$ cat src/rtl/pampy_control_unit.sv
// Microcoded fetch/decode/execute sequencer for the pamPy stack processor.
// It is a Moore FSM: every control strobe decodes from the current micro-state and the opcode class latched in DECODE.
module pampy_control_unit #(
   parameter int DATA_WIDTH = 8
) (
   input  logic                  clk,
   input  logic                  reset,
   input  logic                  START,
   input  logic [DATA_WIDTH-1:0] INSTR_IN,
   input  logic [DATA_WIDTH-1:0] ARG_IN,
   input  logic                  COMP_IN,
   input  logic                  OVERFLOW_IN,
   output logic [1:0]            SEL_MUX_OP1,
   output logic [1:0]            SEL_MUX_OP2,
   output logic                  CTRL_REG_OP1,
   output logic                  CTRL_REG_OP2,
   output logic [3:0]            SEL_ULA,
   output logic                  CTRL_REG_INSTR,
   output logic                  CTRL_REG_ARG,
   output logic                  CTRL_REG_PC,
   output logic                  SEL_MUX_PC,
   output logic [1:0]            SEL_MUX_STACK,
   output logic [1:0]            CTRL_REG_STACK,
   output logic                  CTRL_STACK,
   output logic                  INSTR_DONE,
   output logic                  HALTED,
   output logic                  FAULT
);

   localparam logic [DATA_WIDTH-1:0] OP_HALT  = DATA_WIDTH'(0);
   localparam logic [DATA_WIDTH-1:0] OP_POP   = DATA_WIDTH'(1);
   localparam logic [DATA_WIDTH-1:0] OP_NOP   = DATA_WIDTH'(9);
   localparam logic [DATA_WIDTH-1:0] OP_MUL   = DATA_WIDTH'(20);
   localparam logic [DATA_WIDTH-1:0] OP_ADD   = DATA_WIDTH'(23);
   localparam logic [DATA_WIDTH-1:0] OP_SUB   = DATA_WIDTH'(24);
   localparam logic [DATA_WIDTH-1:0] OP_CONST = DATA_WIDTH'(100);
   localparam logic [DATA_WIDTH-1:0] OP_CMP   = DATA_WIDTH'(107);
   localparam logic [DATA_WIDTH-1:0] OP_JUMP  = DATA_WIDTH'(113);
   localparam logic [DATA_WIDTH-1:0] OP_PJIF  = DATA_WIDTH'(114);

   typedef enum logic [3:0] {
      ST_IDLE, ST_FETCH, ST_DECODE, ST_PC_OP, ST_PC_WR, ST_PUSH, ST_POP, ST_RD_B,
      ST_LD_B, ST_RD_A, ST_LD_A, ST_ALU_WB, ST_J_OP, ST_J_WR, ST_HALT, ST_FAULT
   } state_t;

   typedef enum logic [3:0] {
      CL_HALT, CL_NOP, CL_LOAD, CL_POPTOP, CL_ARITH, CL_CMP, CL_JUMP, CL_PJIF, CL_BAD
   } class_t;

   state_t     r_state;
   state_t     w_nextState;
   class_t     r_class;
   class_t     w_class;
   logic [3:0] r_aluSel;
   logic [3:0] w_aluSel;
   logic       w_unusedArgBits;

   // Only the low three argument bits carry a compare code.
   assign w_unusedArgBits = ^ARG_IN[DATA_WIDTH-1:3];

   always_comb begin
      w_class  = CL_BAD;
      w_aluSel = 4'd0;
      case (INSTR_IN)
         OP_HALT:  w_class = CL_HALT;
         OP_NOP:   w_class = CL_NOP;
         OP_CONST: w_class = CL_LOAD;
         OP_POP:   w_class = CL_POPTOP;
         OP_MUL:   begin w_class = CL_ARITH; w_aluSel = 4'd2; end
         OP_ADD:   begin w_class = CL_ARITH; w_aluSel = 4'd0; end
         OP_SUB:   begin w_class = CL_ARITH; w_aluSel = 4'd1; end
         OP_CMP: begin
            if (ARG_IN[2:0] <= 3'd5) begin
               w_class  = CL_CMP;
               w_aluSel = {1'b1, ARG_IN[2:0]};
            end
         end
         OP_JUMP:  w_class = CL_JUMP;
         OP_PJIF:  w_class = CL_PJIF;
         default:  w_class = CL_BAD;
      endcase
   end

   always_ff @(posedge clk or posedge reset) begin
      if (reset) begin
         r_state  <= ST_IDLE;
         r_class  <= CL_NOP;
         r_aluSel <= 4'd0;
      end else begin
         r_state <= w_nextState;
         if (r_state == ST_DECODE) begin
            r_class  <= w_class;
            r_aluSel <= w_aluSel;
         end
      end
   end

   always_comb begin
      w_nextState = r_state;
      case (r_state)
         ST_IDLE:   if (START) w_nextState = ST_FETCH;
         ST_FETCH:  w_nextState = ST_DECODE;
         ST_DECODE: begin
            case (w_class)
               CL_HALT:   w_nextState = ST_HALT;
               CL_NOP:    w_nextState = ST_PC_OP;
               CL_LOAD:   w_nextState = ST_PUSH;
               CL_POPTOP: w_nextState = ST_POP;
               CL_ARITH:  w_nextState = ST_RD_B;
               CL_CMP:    w_nextState = ST_RD_B;
               CL_JUMP:   w_nextState = ST_J_OP;
               CL_PJIF:   w_nextState = ST_POP;
               default:   w_nextState = ST_FAULT;
            endcase
         end
         ST_PUSH:   w_nextState = ST_PC_OP;
         // A false condition takes the jump; a true one falls through to PC+1.
         ST_POP:    w_nextState = (r_class == CL_PJIF && !COMP_IN) ? ST_J_OP : ST_PC_OP;
         ST_RD_B:   w_nextState = ST_LD_B;
         ST_LD_B:   w_nextState = ST_RD_A;
         ST_RD_A:   w_nextState = ST_LD_A;
         ST_LD_A:   w_nextState = ST_ALU_WB;
         ST_ALU_WB: w_nextState = ST_PC_OP;
         ST_PC_OP:  w_nextState = (r_class == CL_ARITH && OVERFLOW_IN) ? ST_FAULT : ST_PC_WR;
         ST_PC_WR:  w_nextState = ST_FETCH;
         ST_J_OP:   w_nextState = ST_J_WR;
         ST_J_WR:   w_nextState = ST_FETCH;
         ST_HALT:   w_nextState = ST_HALT;
         ST_FAULT:  w_nextState = ST_FAULT;
         default:   w_nextState = ST_IDLE;
      endcase
   end

   always_comb begin
      SEL_MUX_OP1    = 2'd0;
      SEL_MUX_OP2    = 2'd0;
      CTRL_REG_OP1   = 1'b0;
      CTRL_REG_OP2   = 1'b0;
      SEL_ULA        = 4'd0;
      CTRL_REG_INSTR = 1'b0;
      CTRL_REG_ARG   = 1'b0;
      CTRL_REG_PC    = 1'b0;
      SEL_MUX_PC     = 1'b0;
      SEL_MUX_STACK  = 2'd0;
      CTRL_REG_STACK = 2'b00;
      CTRL_STACK     = 1'b0;
      INSTR_DONE     = 1'b0;
      HALTED         = 1'b0;
      FAULT          = 1'b0;
      case (r_state)
         ST_FETCH: begin
            CTRL_REG_INSTR = 1'b1;
            CTRL_REG_ARG   = 1'b1;
         end
         ST_PC_OP: begin
            SEL_MUX_OP2  = 2'd3;
            CTRL_REG_OP2 = 1'b1;
         end
         ST_PC_WR: begin
            SEL_ULA     = 4'd4;
            CTRL_REG_PC = 1'b1;
            INSTR_DONE  = 1'b1;
         end
         ST_PUSH: begin
            SEL_MUX_STACK  = 2'd0;
            CTRL_REG_STACK = 2'b10;
            CTRL_STACK     = 1'b1;
         end
         ST_POP:  CTRL_REG_STACK = 2'b11;
         ST_RD_B: CTRL_REG_STACK = 2'b01;
         ST_LD_B: begin
            CTRL_REG_OP2   = 1'b1;
            CTRL_REG_STACK = 2'b11;
         end
         ST_RD_A: CTRL_REG_STACK = 2'b01;
         ST_LD_A: begin
            CTRL_REG_OP1   = 1'b1;
            CTRL_REG_STACK = 2'b11;
         end
         ST_ALU_WB: begin
            SEL_ULA        = r_aluSel;
            SEL_MUX_STACK  = 2'd3;
            CTRL_REG_STACK = 2'b10;
            CTRL_STACK     = 1'b1;
         end
         ST_J_OP: begin
            SEL_MUX_OP2  = 2'd1;
            CTRL_REG_OP2 = 1'b1;
         end
         ST_J_WR: begin
            SEL_ULA     = 4'd5;
            CTRL_REG_PC = 1'b1;
            INSTR_DONE  = 1'b1;
         end
         ST_HALT:  HALTED = 1'b1;
         ST_FAULT: FAULT  = 1'b1;
         default: ;
      endcase
   end

endmodule

$ cat config.mk
export PLATFORM = sky130hd
export DESIGN_NAME = pampy_control_unit
export DESIGN_NICKNAME = d
export VERILOG_FILES = /design/src/rtl/pampy_control_unit.sv
export SDC_FILE = /design/constraint.sdc
export NUM_CORES = 1
export LEC_CHECK = 0
export CORE_MARGIN = 10
export CORE_UTILIZATION = 45
export DETAILED_ROUTE_END_ITERATION = 8
export PLACE_DENSITY = 0.77
export SYNTH_ARGS = -nofsm -noshare
export SYNTH_HDL_FRONTEND = slang
export SYNTH_SLANG_ARGS = --single-unit
$ cat constraint.sdc
create_clock -name clk -period 1.9 [get_ports clk]
set_input_delay 0.285 -clock clk [delete_from_list [all_inputs] [get_ports clk]]
set_output_delay 0.285 -clock clk [all_outputs]
set_load 0.02 [all_outputs]
Yosys cells after proc, flatten, opt, wreduce, memory -nomap -nowiden. Memory sizes are Yosys's and may differ from the RTL's. Cells that the tools add are included.

Add/subtract/negate cells: 0. Multipliers: 0. Div/mod/pow operators: 0. $lt $le $gt $ge: 1. Eq/ne operators: 27. Shift-type cells: 0. Mux-type cells: 20. Bitwise operators: 0. Reduce and logical (&&, ||, !) cells: 11.

Operators with widths (count): $pmux W4 S14 (1); $eq A4 B4 Y1 const B (8); $eq A8 B7 Y1 const B (4); $pmux W4 S8 (1); $eq A4 B3 Y1 const B (6); $eq A8 B5 Y1 const B (3); $mux W4 (6); $pmux W4 S3 (2); $reduce_or A3 Y1 (3); $eq A4 B2 Y1 const B (2); $eq A8 B1 Y1 const B (1); $eq A8 B4 Y1 const B (1); $logic_not A8 Y1 (1); $mux W1 (7); $pmux W2 S3 (1); $reduce_or A2 Y1 (3); $eq A4 B1 Y1 const B (1); $logic_not A4 Y1 (1); $pmux W2 S2 (1); $le A3 B3 Y1 const B (1); $logic_and A1 B1 Y1 (2); $mux W2 (1); $ne A2 B2 Y1 const B (1); $logic_not A1 Y1 (1).

Register bits: 12. Latch bits: 0. Bits in writable memories: 0. ROM bits: 32. Input bits: 21. Output and inout port bits: 22. Word-level logic and storage cells: 63. Memories kept: 1.

Memories: (no name shown) (words 8, width 4, read ports 1, clocked after memory_dff 0, write ports 0, RTL line 104) `case (w_class)`.

Depth between registers and ports, before layout. Gate-level depths: netlist of run 1. An unclocked memory read counts as a cell.

Word-level depth: 6. Gate-level depth with buffers: 11. Gate-level depth less buffers: 10.

Least setup slack after synthesis of run 1. No wires, ideal clock.

Path type: reg-to-output. Start: register r_state[2]. End: output port SEL_MUX_OP2[0]. Data arrival time: 1.632 ns. Required time: 1.615 ns. Slack: -0.017 ns. Stages on the path, launching flop included: 6. Buffers on the path: 1. Cell sequence: dfrtp_1 clkbuf_1 nand2b_1 nor3b_1 a31oi_1 inv_1.

Cells in the longest elaborated chain, start to end: 2. Elaborated cells between the ends (all ways): 3. Those cells by class: eq/ne: 2; mux: 1.

Ends and longest elaborated chain: start: declaration (RTL line 50) `state_t r_state;`; start signal: assignment (RTL line 90) `r_state <= w_nextState;`; $eq A4 B4 Y1 / $eq A4 B2 Y1 (equally long branches) (RTL line 150) `case (r_state)`; $pmux W2 S2 (*) (RTL line 150); end: declaration (RTL line 14) `output logic [1:0] SEL_MUX_OP2,`.

Mark *: on every way between the ends. The rest lies on a longest branch, timed or not.

Worst setup path after layout of run 1.
Start: input port INSTR_IN[6]. End: register r_state[0].

Cells in the longest elaborated chain, start to end: 6. Elaborated cells between the ends (all ways): 15. Those cells by class: eq/ne: 9; mux: 3; reduce/logical: 2; memory: 1.

Ends and longest elaborated chain: start: declaration (RTL line 9) `input logic [DATA_WIDTH-1:0] INSTR_IN,`; $eq A8 B5 Y1 (RTL line 64) `case (INSTR_IN)`; $reduce_or A3 Y1 (no line); $pmux W4 S8 (*) (RTL line 64); named net w_class[0] (RTL line 53) `class_t w_class;`; $mem_v2 Z8 W4 (*); $mux W4 (*) (RTL line 104); $pmux W4 S14 (*) (RTL line 100) `case (r_state)`.

The timed path passes the listed nets; every way through them passes the cells marked *. A chain may end at the register's enable or synchronous reset.

==> results.ini, run 1 <==
[sta]
min_period_over_period=0.9931
finalCriticalPeriod_ns=1.887
setup_viol_count_final=0
report.final.slew_viol_count=0
slew_headroom=0.6725
fin_worst_skew_ns=0.006450
hold_violations=0
clock.fmax_mhz=530.0
rsz0062_at_grt=true
worst_pin_slew_ns=0.4844

[min_path]
hp-class=input port to async pin

[setup_path]
r2r_end=r_state[0]
path_max_fanout=3
endpoint=r_state[0]
r2r_slack_ns=0.10
worstReg2RegStart=r_state[0]
crit_path_end_kind=flip-flop
cp-start-kind=input port
cp-startpoint=INSTR_IN[6]
reg2reg_depth=7
required_ns=2.10
critPathKind=input port to flip-flop
worst_ep_arrival_time_ns=2.09

[floorplanning]
rows=18
ios=43
die_h_um=72.10
die-area_um2=5198
fp.dieW_um=72.10
core_area_um2=2522
start_util=0.4841

[pwr]
finalPower_w=0.0006118
power_leakage_nw=0.9301
ir_worst_vdd_v=0.0003974
p_per_area_nw_per_um2=315.0

[yosys]
ys_types=53
syn_inst=154
yosysSeqAreaShare=0.2469
avgSynthCellArea_um2=7.930
yosys_warnings=0
synth_seq_cells=12
synth_edf_count=0
synth_top_flop_cell=dfrtp_1
async_flop_share=1.000
syn_area_um2=1221

[grt]
antenna_found_initial=0
grt.overflow.total=0
grt_max_degree=18
first_global_vias=1417
grt_util_all_layers=0.1580
grt_pass1_wl_um=6872

[detailed_routing]
drtIter0Drc=79
drt-total-wl_um=4263
firstDrtPassIters=4
post_drt_via_cell_ratio=5.695
ant_nets=0
drc=0
num_vias=1418
wl_per_cell_um=17.12

[layout]
drive_gt1_frac=0.3927
finalCoreUtilization=0.7698
antennaDiodeCount=0
nNetsFinal=244
area_growth_pct=59.02

[status]
status=complete, no violations

[clocking]
cts_root_buf=clkbuf_4
cts.clk_slew.worst_paths_ns=0.08
cts.path.max_buffers=2
cts_tree=built
clock-sinks=12
htreeDepth=1
clk_latency_ns=0.29
cts_buffers=3
ctsHoldBuffers=0

[placement]
io_buffers=34
place.gp.congestion=0.8700
dp_hpwl_um=2941

[run]
max-cap-violations=0

-- what timing repair did --
action,4_1_cts,5_1_grt
setup endpoints to repair,23,18
setup buffers,6,4
hold endpoints to repair,0,0
pin swaps,4,4
resized for setup,43,37
-- flip-flops by register name, indices dropped and copies added (netlist names) --
signal and count:
r_aluSel 4, r_class 4, r_state 4
-- final cells by class --
cell class                      count  area (um2)
Clock buffer                        4       36.28
Sequential cell                    12       305.3
Inverter                           10       37.54
Multi-Input combinational cell    118       938.4
Fill cell                         182       580.6
Timing Repair Buffer               75       586.8
Tap cell                           30       37.54
-- per-stage QoR --
stage / hold slack [ns] / cells / area [um2] / TNS [ns] / worst slack (ns)
global placement: 0.4668 / 235 / 1762 / -2.169 / -0.4620
global route: 0.3733 / 249 / 1942 / -0.2454 / -0.1040
floorplan: 0.1490 / 156 / 1240 / 0 / 0.02117
finish: 0.2963 / 249 / 1942 / 0 / 0.01305
detailed placement: 0.4796 / 235 / 1762 / -2.846 / -0.6010
CTS: 0.3246 / 245 / 1862 / 0 / 0.01184
-- per-layer routing --
layer  GRT usage  part of all wire  vias to the layer above
met5           0                 0                        -
met4     0.07097             0.038                        0
met3     0.02993             0.070                       20
met2      0.2818              0.52                       64
met1      0.1759              0.37                      656
li1            -                 -                      678
-- logic make-up (layout without fill, tap and decap cells) --
group / count (synthesis) / after routing / share of synthesized area
buffers and inverters: 26 / 89 / 0.1035
adder cells (fa/ha/maj): 3 / 3 / 0.03074
multiplexers: 2 / 2 / 0.01742
AO/OA/AOI/OAI: 40 / 40 / 0.2377
AND/OR/NAND/NOR: 67 / 67 / 0.3391
other: 1 / 3 / 0.003071
XOR/XNOR: 3 / 3 / 0.02152
flip-flops: 12 / 12 / 0.2469
-- synth_stat cells, types with 5 or more instances --
| master | n | share of area |
|---|---|---|
| a21oi_1 | 7 | 0.029 |
| buf_2 | 5 | 0.020 |
| buf_4 | 6 | 0.037 |
| clkbuf_1 | 5 | 0.015 |
| dfrtp_1 | 11 | 0.23 |
| inv_1 | 10 | 0.031 |
| nand2_1 | 19 | 0.058 |
| nand2b_1 | 7 | 0.036 |
| nor2_1 | 11 | 0.034 |
| nor3_1 | 5 | 0.020 |
| o21ai_0 | 8 | 0.033 |
-- cells in the final DEF (no fill, tap or decap), types with 3 or more instances in the layout --
| master | count |
|---|---|
| a21o_1 | 3 |
| a21oi_1 | 6 |
| and2_1 | 3 |
| buf_4 | 41 |
| clkbuf_2 | 9 |
| clkbuf_4 | 3 |
| clkdlybuf4s15_1 | 4 |
| clkdlybuf4s50_1 | 6 |
| conb_1 | 3 |
| dfrtp_1 | 8 |
| dfrtp_2 | 3 |
| dlygate4sd2_1 | 14 |
| inv_1 | 8 |
| nand2_1 | 19 |
| nand2b_1 | 7 |
| nand3_1 | 3 |
| nor2_1 | 10 |
| nor3_2 | 5 |
| o21ai_0 | 7 |
-- critical path: stages --
cell,delay [ns]
clkdlybuf4s15_1,0.25
nor3_2,0.18
nor4b_4,0.32
buf_4,0.19
a221oi_4,0.06
inv_2,0.09
ha_4,0.20
inv_2,0.05
a211oi_2,0.03
o31a_1,0.26
a31oi_1,0.17
-- how the worst min path moves through the flow --
stage                startpoint           to  slack, ns  cells past startpoint
floorplan                 reset  r_aluSel[0]       0.15                      1
global placement     r_class[3]   r_class[3]       0.47                      2
detailed placement  r_aluSel[2]  r_aluSel[2]       0.48                      2
CTS                       reset   r_class[3]       0.32                      2
global route              reset   r_class[3]       0.37                      2
finish                    reset   r_class[3]       0.30                      2
-- where the power goes --
| group | switching, W | leakage (nW) | internal [W] |
|---|---|---|---|
| clock | 0.0000973 | 0.0210 | 0.000117 |
| combinational | 0.0000734 | 0.787 | 0.0000671 |
| sequential | 0.000000978 | 0.122 | 0.000256 |
| total | 0.000172 | 0.930 | 0.000440 |
Power figures use the tool's default switching activity.
==> run 2, diff against run 1 <==
--- a/config.mk
+++ b/config.mk
@@ -6,9 +6,10 @@
 export NUM_CORES = 1
 export LEC_CHECK = 0
 export CORE_MARGIN = 10
-export CORE_UTILIZATION = 45
+export CORE_UTILIZATION = 48
 export DETAILED_ROUTE_END_ITERATION = 8
-export PLACE_DENSITY = 0.77
+export GPL_TIMING_DRIVEN = 0
+export PLACE_DENSITY = 0.82
 export SYNTH_ARGS = -nofsm -noshare
 export SYNTH_HDL_FRONTEND = slang
 export SYNTH_SLANG_ARGS = --single-unit
==> constraint.sdc (replaced) <==
create_clock -name clk -period 2.4 [get_ports clk]
set_input_delay 0.36 -clock clk [delete_from_list [all_inputs] [get_ports clk]]
set_output_delay 0.36 -clock clk [all_outputs]
set_load 0.02 [all_outputs]
==> run 2 against run 1 <==
  * Die area decreased by 4.5%
  * Largest cell class unchanged
  * Clock power decreased by 39%
  * Global-route usage decreased by 3.0 points
  * Critical path depth decreased by 6
  * Critical path type is now flip-flop to output port
  * Sequential power decreased by 21%
  * Clock-buffer cell count unchanged
==> results.ini, run 2 (synthesis results as in run 1) <==
[placement]
dpl-instance-area_um2=1587
io_buffers=32
dp_hpwl_um=2673
place.gp.congestion=0.8360
dp_cells=218

[sta]
finalCriticalPeriod_ns=2.325
setup_viol_count_final=0
slew_headroom=0.6577
hold_violations=0
clock.fmax_mhz=430.2
min_period_over_period=0.9686
worst_pin_slew_ns=0.5064
fin_worst_skew_ns=0.006006
report.final.slew_viol_count=0

[clocking]
cts_root_buf=clkbuf_4
cts_buffers=3
htreeDepth=1
clock-sinks=12
cts.clk_slew.worst_paths_ns=0.07
cts_tree=built
clk_latency_ns=0.28
cts.path.max_buffers=2

[grt]
grt.overflow.total=0
grt_util_all_layers=0.1284
first_global_vias=1240
grt_pass1_wl_um=5485
grt_max_degree=13
antenna_found_initial=0

[run]
max-cap-violations=0

[layout]
area_growth_pct=42.42
reg_top3=r_aluSel: 4 flops, r_class: 4 flops, r_state: 4 flops
antennaDiodeCount=0
final_cell_count_no_fill=226
fillers=209
drive_gt1_frac=0.2143
finalInstanceArea_um2=1739
final_cell_mix=clkdlybuf4s50_1 (20), nand2_1 (19), buf_4 (12)
finalCoreUtilization=0.7085
layout_commonest_cell=clkdlybuf4s50_1
nNetsFinal=221

[setup_path]
critPathKind=flip-flop to output port
path_buf_inv=4
worst_ep_arrival_time_ns=1.96
path_max_fanout=10
crit_path_end_kind=output port
cp-start-kind=flip-flop
slowest_delay_ns=0.59
cpLargestDelayFamily=buffers and inverters
required_ns=2.04
path_cells=buf_2, clkbuf_2, nor3_2, buf_4, clkdlybuf4s50_1
slowest_stage=clkdlybuf4s50_1

[detailed_routing]
firstDrtPassIters=4
drc=0
ant_nets=0
post_drt_via_cell_ratio=5.686
num_vias=1285
drtIter0Drc=163
wl_per_cell_um=15.39
drt-total-wl_um=3478

[floorplanning]
rows=18
die-area_um2=4962
ios=43
start_util=0.4975
fp.dieW_um=70.44
core_area_um2=2455
die_h_um=70.44

[pwr]
p_per_area_nw_per_um2=244.5
ir_worst_vdd_v=0.0001606
power_leakage_nw=0.8791

[status]
status=complete, no violations

[min_path]
hp-class=input port to async pin

[run 2: changes by cell type in the layout (fill, tap and decap cells not counted), moves of 5 or more]
cell / before / now
clkbuf_2: 9 / 2
clkdlybuf4s50_1: 6 / 20
dlymetal6s2s_1: 0 / 7
dlygate4sd2_1: 14 / 5
buf_4: 41 / 12
buf_2: 0 / 5
[run 2: routing by layer]
metal,share of wire,up-vias,track usage
li1,-,629,-
met1,0.39,592,0.1329
met2,0.51,57,0.2156
met3,0.078,7,0.04661
met4,0.020,0,0.07675
met5,0,-,0
[run 2: power breakdown]
part           internal (W)  leakage, nW  switching, W
Combinational     0.0000415        0.742     0.0000488
Clock             0.0000647       0.0150     0.0000667
Sequential         0.000203        0.122   0.000000892
Total              0.000309        0.879      0.000116
[run 2: metrics by stage]
| step | setup WS, ns | total power (W) | hold WS (ns) | setup TNS, ns |
|---|---|---|---|---|
| 2_1_floorplan | 0.4079 | 0.0002526 | 0.2240 | 0 |
| 3_3_place_gp | -0.2388 | 0.0002871 | 0.4689 | -0.3685 |
| 3_5_place_dp | -0.2912 | 0.0002888 | 0.4751 | -0.5582 |
| 4_1_cts | 0.009564 | 0.0004170 | 0.3964 | 0 |
| 5_1_grt | -0.04573 | 0.0004435 | 0.4183 | -0.06697 |
| 6_report | 0.07545 | 0.0004253 | 0.3739 | 0 |
[run 2: worst paths after layout]
check / cells after the start / endpoint / start / slack (ns)
max in group asynchronous: 2 / r_class[0] / reset / 1.69
worst max-delay path: 5 / CTRL_REG_INSTR / r_state[1] / 0.08
worst min register to register: 2 / r_class[3] / r_class[3] / 0.49
worst min-delay path: 2 / r_state[1] / reset / 0.37
min in group clk: 2 / r_class[3] / r_class[3] / 0.49
worst max register to register: 5 / r_state[0] / r_state[2] / 0.75
[run 2: layout make-up]
type / instances / area (um2) / share of cell area
clock buffers: 4 / 26.28 / 0.01511
repair buffers: 38 / 376.6 / 0.2165
multi-input cells: 118 / 874.6 / 0.5029
well taps: 30 / 37.54 / 0.02158
inverters: 10 / 37.54 / 0.02158
plain buffers: 14 / 83.83 / 0.04820
flip-flops and latches: 12 / 302.8 / 0.1741
[run 2: worst reg2reg max path, cell delays in order (launching register included)]
cell and delay [ns]:
dfrtp_1 0.46, nor2_1 0.23, nand3_2 0.23, a211oi_1 0.27, a31oi_2 0.19, a31oi_1 0.18
[run 2: timing repair]
| action | CTS | global route |
|---|---|---|
| pin swaps | 0 | 1 |
| endpoints found under the setup margin | 15 | 15 |
| setup buffers | 0 | 6 |
| gates resized for setup | 11 | 15 |
| hold buffers | 0 | 0 |
==> run 3, diff against run 2 <==
--- a/config.mk
+++ b/config.mk
@@ -10,6 +10,7 @@
 export DETAILED_ROUTE_END_ITERATION = 8
 export GPL_TIMING_DRIVEN = 0
 export PLACE_DENSITY = 0.82
+export SKIP_CTS_REPAIR_TIMING = 1
 export SYNTH_ARGS = -nofsm -noshare
 export SYNTH_HDL_FRONTEND = slang
 export SYNTH_SLANG_ARGS = --single-unit
==> run 3 against run 2 <==
  * Hold slack better by 0.0034 ns
  * Utilization is 0.61 points lower
  * Non-clock buffer count stayed put
  * Final cell count stayed put
  * Clock power hardly changed
  * Combinational power is 4.5% lower
  * Critical path type is now input port to flip-flop
  * Largest cell class unchanged
  * Largest power group unchanged
==> results.ini, run 3 (synthesis results as in run 1) <==
[placement]
dp_hpwl_um=2673
place.gp.congestion=0.8360
dpl-instance-area_um2=1587
io_buffers=32

[floorplanning]
rows=18
start_util=0.4975
ios=43
core_area_um2=2455
die-area_um2=4962
die_h_um=70.44
fp.dieW_um=70.44

[setup_path]
cp-startpoint=INSTR_IN[4]
critPathKind=input port to flip-flop
endpoint=r_state[0]
worstReg2RegStart=r_state[2]
crit_path_end_kind=flip-flop
slowest_stage=clkdlybuf4s50_1
r2r_slack_ns=0.74
cp-start-kind=input port
slowest_delay_ns=0.50
path_max_fanout=6
cp_common_cell=inv_1
required_ns=2.60
worst_ep_arrival_time_ns=2.53
reg2reg_depth=5
path_cells=clkdlybuf4s50_1, nand4bb_4, nor4b_4, a221oi_2, inv_1, ha_1, inv_1, a211oi_1, o31a_1, a31oi_1
r2r_end=r_state[0]

[clocking]
cts.clk_slew.worst_paths_ns=0.07
cts_root_buf=clkbuf_4
cts_tree=built
clock-sinks=12
cts_buffers=3
htreeDepth=1
clk_latency_ns=0.28
cts.path.max_buffers=2

[grt]
grt.overflow.total=0
first_global_vias=1238
grt_util_all_layers=0.1284
antenna_found_initial=0
grt_pass1_wl_um=5506
grt_max_degree=13

[detailed_routing]
drtIter0Drc=167
drt-total-wl_um=3419
post_drt_via_cell_ratio=5.704
wl_per_cell_um=15.13
num_vias=1289
ant_nets=0
firstDrtPassIters=4
drc=0

[sta]
setup_tns_ns=0
holdWs_ns=0.3774
fin_worst_skew_ns=0.006727
finalCriticalPeriod_ns=2.331
slew_headroom=0.6578
hold_violations=0
setup_viol_count_final=0
rsz0062_at_grt=true
report.final.slew_viol_count=0
min_period_over_period=0.9714
worst_pin_slew_ns=0.5062
clock.fmax_mhz=428.9

[layout]
finalInstanceArea_um2=1724
reg_top3=r_aluSel: 4 flops, r_class: 4 flops, r_state: 4 flops
drive_gt1_frac=0.2041
finalCoreUtilization=0.7023
layout_commonest_cell=clkdlybuf4s50_1
area_growth_pct=41.19
nNetsFinal=221
final_cell_mix=clkdlybuf4s50_1 (20), nand2_1 (19), buf_4 (12), dlymetal6s2s_1 (12)
antennaDiodeCount=0

[status]
status=complete, no violations

[pwr]
finalPower_w=0.0004205
ir_worst_vdd_v=0.0001596
power_leakage_nw=0.9440
p_per_area_nw_per_um2=243.9

[min_path]
hp-class=input port to async pin

[run]
max-cap-violations=0

[run 3: cell count changes in the layout (fill, tap and decap cells not counted), sizes merged]
cell and change:
dlygate4sd2 -5, dlymetal6s2s +5
[run 3: how the worst min path moves through the flow]
stage | startpoint | slack [ns] | end
3_5_place_dp | r_aluSel[2] | 0.48 | r_aluSel[2]
6_report | reset | 0.38 | r_state[1]
2_1_floorplan | reset | 0.22 | r_aluSel[0]
5_1_grt | reset | 0.42 | r_state[1]
4_1_cts | reset | 0.40 | r_state[1]
3_3_place_gp | r_class[3] | 0.47 | r_class[3]
[run 3: area by class of cell]
type,count,area [um2]
inverter,10,37.54
fill,199,730.7
multi-input combinational,118,840.8
tap,30,37.54
timing repair buffer,38,395.4
clock buffer,4,26.28
sequential,12,302.8
buffer,14,83.83
[run 3: worst max-delay path, delay by kind of cell]
kind	cells	cell delay, ns
adders and majority gates	1	0.22
and+or+nand+nor	2	0.75
buffers and inverters	3	0.63
AOI/OAI and AO/OA	4	0.56
[run 3: power by group]
part,internal [W],total [W],switching (W)
Combinational,0.0000407,0.0000862,0.0000455
Clock,0.0000646,0.000131,0.0000661
Sequential,0.000203,0.000204,0.000000942
Total,0.000308,0.000421,0.000113
[run 3: stage by stage]
step | setup slack [ns] | std cells
after CTS | -0.2396 | 222
after global routing | -0.04381 | 226
after global placement | -0.2388 | 218
after detailed placement | -0.2912 | 218
after floorplan | 0.4079 | 156
final | 0.06867 | 226
[run 3: routing by layer]
layer / global-route usage / wire length (um) / up-vias / share of wire
li1: - / - / 633 / -
met1: 0.1329 / 1344 / 584 / 0.39
met2: 0.2166 / 1695 / 63 / 0.50
met3: 0.04802 / 297 / 9 / 0.087
met4: 0.07237 / 82 / 0 / 0.024
met5: 0 / 0 / - / 0
==> variant, RTL diff (config.mk and constraints of run 1) <==
Reset style: synchronous (`reset`), changed in one clocked block.
--- a/src/rtl/pampy_control_unit.sv
+++ b/src/rtl/pampy_control_unit.sv
@@ -83,3 +83,3 @@
 
-   always_ff @(posedge clk or posedge reset) begin
+   always_ff @(posedge clk) begin
       if (reset) begin
Check against the original RTL: differs if reset is asserted again (counterexample within 4 cycles, from zero or initial values and one cycle with reset high); with reset held inactive, the same outputs for 10 cycles.
==> variant against run 1 <==
Count of clock-buffer cells in the layout stayed put. Cell area is 12% higher. Sequential cell count stayed put. Critical path type unchanged. Wire length is 3.4% higher. Synthesized area is 17% higher. Worst setup slack worse by 0.0092 ns.
Power is not compared: it rests on default switching activity, and its combinational part moved more than twofold at a synthesized area within 25%.
==> variant: results (changes against run 1) <==
Outcome - complete, no violations
Final #Nets - 294 (+20%)
Clk root buf - clkbuf_4
Yosys warnings - 0 (unchanged)
Synth area leaders - dfxtp_1 17%, nor2_1 6.6%, nand2_1 6.0%, a21oi_1 4.9%, buf_6 4.7%
Wire per inst - 14.1 um (-18%)
Clock tree buffer depth - 2 (unchanged)
Seq/Total Area, Yosys - 0.168 (-0.0792)
Via/cell ratio - 5.35 (-6.1%)
Synth cell count leaders - 25 x nor2_1, 23 x nand2_1, 14 x a21oi_1
Vias in the first global route - 1686 (+19%)
Maximum VDD drop - 0.291 mV
Share of post-route cells with drive strength above 1 - 0.387 (-0.00608)
Lkg Pwr - 0.969 nW
Post-DP HPWL - 3450 um (+17%)
Worst Skew - 0.00509 ns (-0.00136 ns)
CTS HTree Levels - 1 (unchanged)
Synth cell types - 59 (+11%)
Global-route wire length before repair - 7420 um (+7.9%)
Worst min path class - reg -> reg
CP delay by family, top - compound AO/OA/AOI/OAI gates
# diodes - 0 (unchanged)
Net Sw Power - 0.288 mW
Clock Pin Slew Worst Setup and Hold Paths - 0.08 ns (about the same)
Worst EP arrival - 2.07 ns (-0.02 ns)
Initial antenna violation count - 0 (unchanged)
PortBufs - 34 (unchanged)
Critical-path maximum fanout - 3 (unchanged)
Largest net degree at the start of global routing - 12 (-6)
Biggest regs - r_aluSel (4), r_class (4), r_state (4)
TritonRoute pass-1 iters - 4 (unchanged)
Async S/R FF share, synth - 0 (-1.00)
GR Util All Layers - 0.145 (-0.0128)
Routability Congestion - 0.940 (+8.1%)
CP peak stage delay - 0.46 ns (+0.14 ns)
Ys flop type - dfxtp_1
CTS Buf Count - 3 (unchanged)
Fillers - 258 (+42%)
Initial DRC count - 90 (+14%)
Worst skew pair latency - 0.27 ns (-0.02 ns)
Slowest-stage cell, CP - a2111o_1
[variant: final timing paths]
| check | end | cells after the start | slack (ns) | start |
|---|---|---|---|---|
| worst max-delay path | r_state[0] | 9 | 0.004 | INSTR_IN[4] |
| worst min-delay path | r_aluSel[3] | 2 | 0.46 | r_aluSel[3] |
| worst max register to register | r_state[0] | 6 | 0.13 | r_state[2] |
| worst min register to register | r_aluSel[3] | 2 | 0.46 | r_aluSel[3] |
[variant: worst reg2reg max path, stage by stage, from the launching register on]
cell and delay [ns]:
dfxtp_1 0.36, buf_4 0.18, nor2_1 0.14, nand3_1 0.15, a2111oi_2 0.31, and3b_1 0.25
a221oi_2 0.28
[variant: per-stage QoR]
| step | setup slack, ns | std cells | instance area [um2] |
|---|---|---|---|
| floorplan | -0.0439 | 192 | 1440 |
| CTS | -0.00121 | 312 | 2170 |
| global placement | -0.530 | 305 | 2060 |
| global route | -0.0443 | 313 | 2170 |
| finish | 0.00387 | 313 | 2170 |
| detailed placement | -0.643 | 305 | 2060 |
[variant: final cells by class]
class                   instances  area [um2]  share of cell area
clock buffers                   4        36.3              0.0167
repair buffers                 93         736               0.339
multi-input cells             156        1090               0.500
flip-flops and latches         12         244               0.112
well taps                      44        55.1              0.0253
inverters                       4        15.0             0.00691
[variant: kinds of logic after synthesis]
group / count (synthesis) / share of synthesized area
other: 1 / 0.00262
flip-flops: 12 / 0.168
AND/OR/NAND/NOR: 99 / 0.389
XOR/XNOR: 2 / 0.0122
buffers and inverters: 24 / 0.144
multiplexers: 2 / 0.0140
AO/OA/AOI/OAI: 47 / 0.245
adder cells (fa/ha/maj): 3 / 0.0262
[variant: routing by layer]
| metal | vias to the layer above | global-route usage | part of all wire | routed length [um] |
|---|---|---|---|---|
| met5 | - | 0 | 0 | 0 |
| met4 | 0 | 0.0316 | 0.0054 | 24 |
| met3 | 4 | 0.0377 | 0.049 | 215 |
| met2 | 49 | 0.274 | 0.51 | 2260 |
| met1 | 784 | 0.156 | 0.43 | 1910 |
| li1 | 837 | - | - | - |
[variant: what timing repair did]
| action | CTS | global route |
|---|---|---|
| endpoints found under the setup margin | 27 | 15 |
| gates resized for setup | 61 | 22 |
| buffers inserted | 3 | 1 |
| pin swaps | 8 | 5 |
[variant: power groups by stage]
stage | combinational [mW] | clock, mW | sequential (mW)
6_report | 0.369 | 0.201 | 0.277
5_1_grt | 0.398 | 0.222 | 0.278
4_1_cts | 0.362 | 0.204 | 0.276
3_5_place_dp | 0.352 | 0 | 0.281
3_3_place_gp | 0.343 | 0 | 0.280
2_1_floorplan | 0.213 | 0 | 0.271
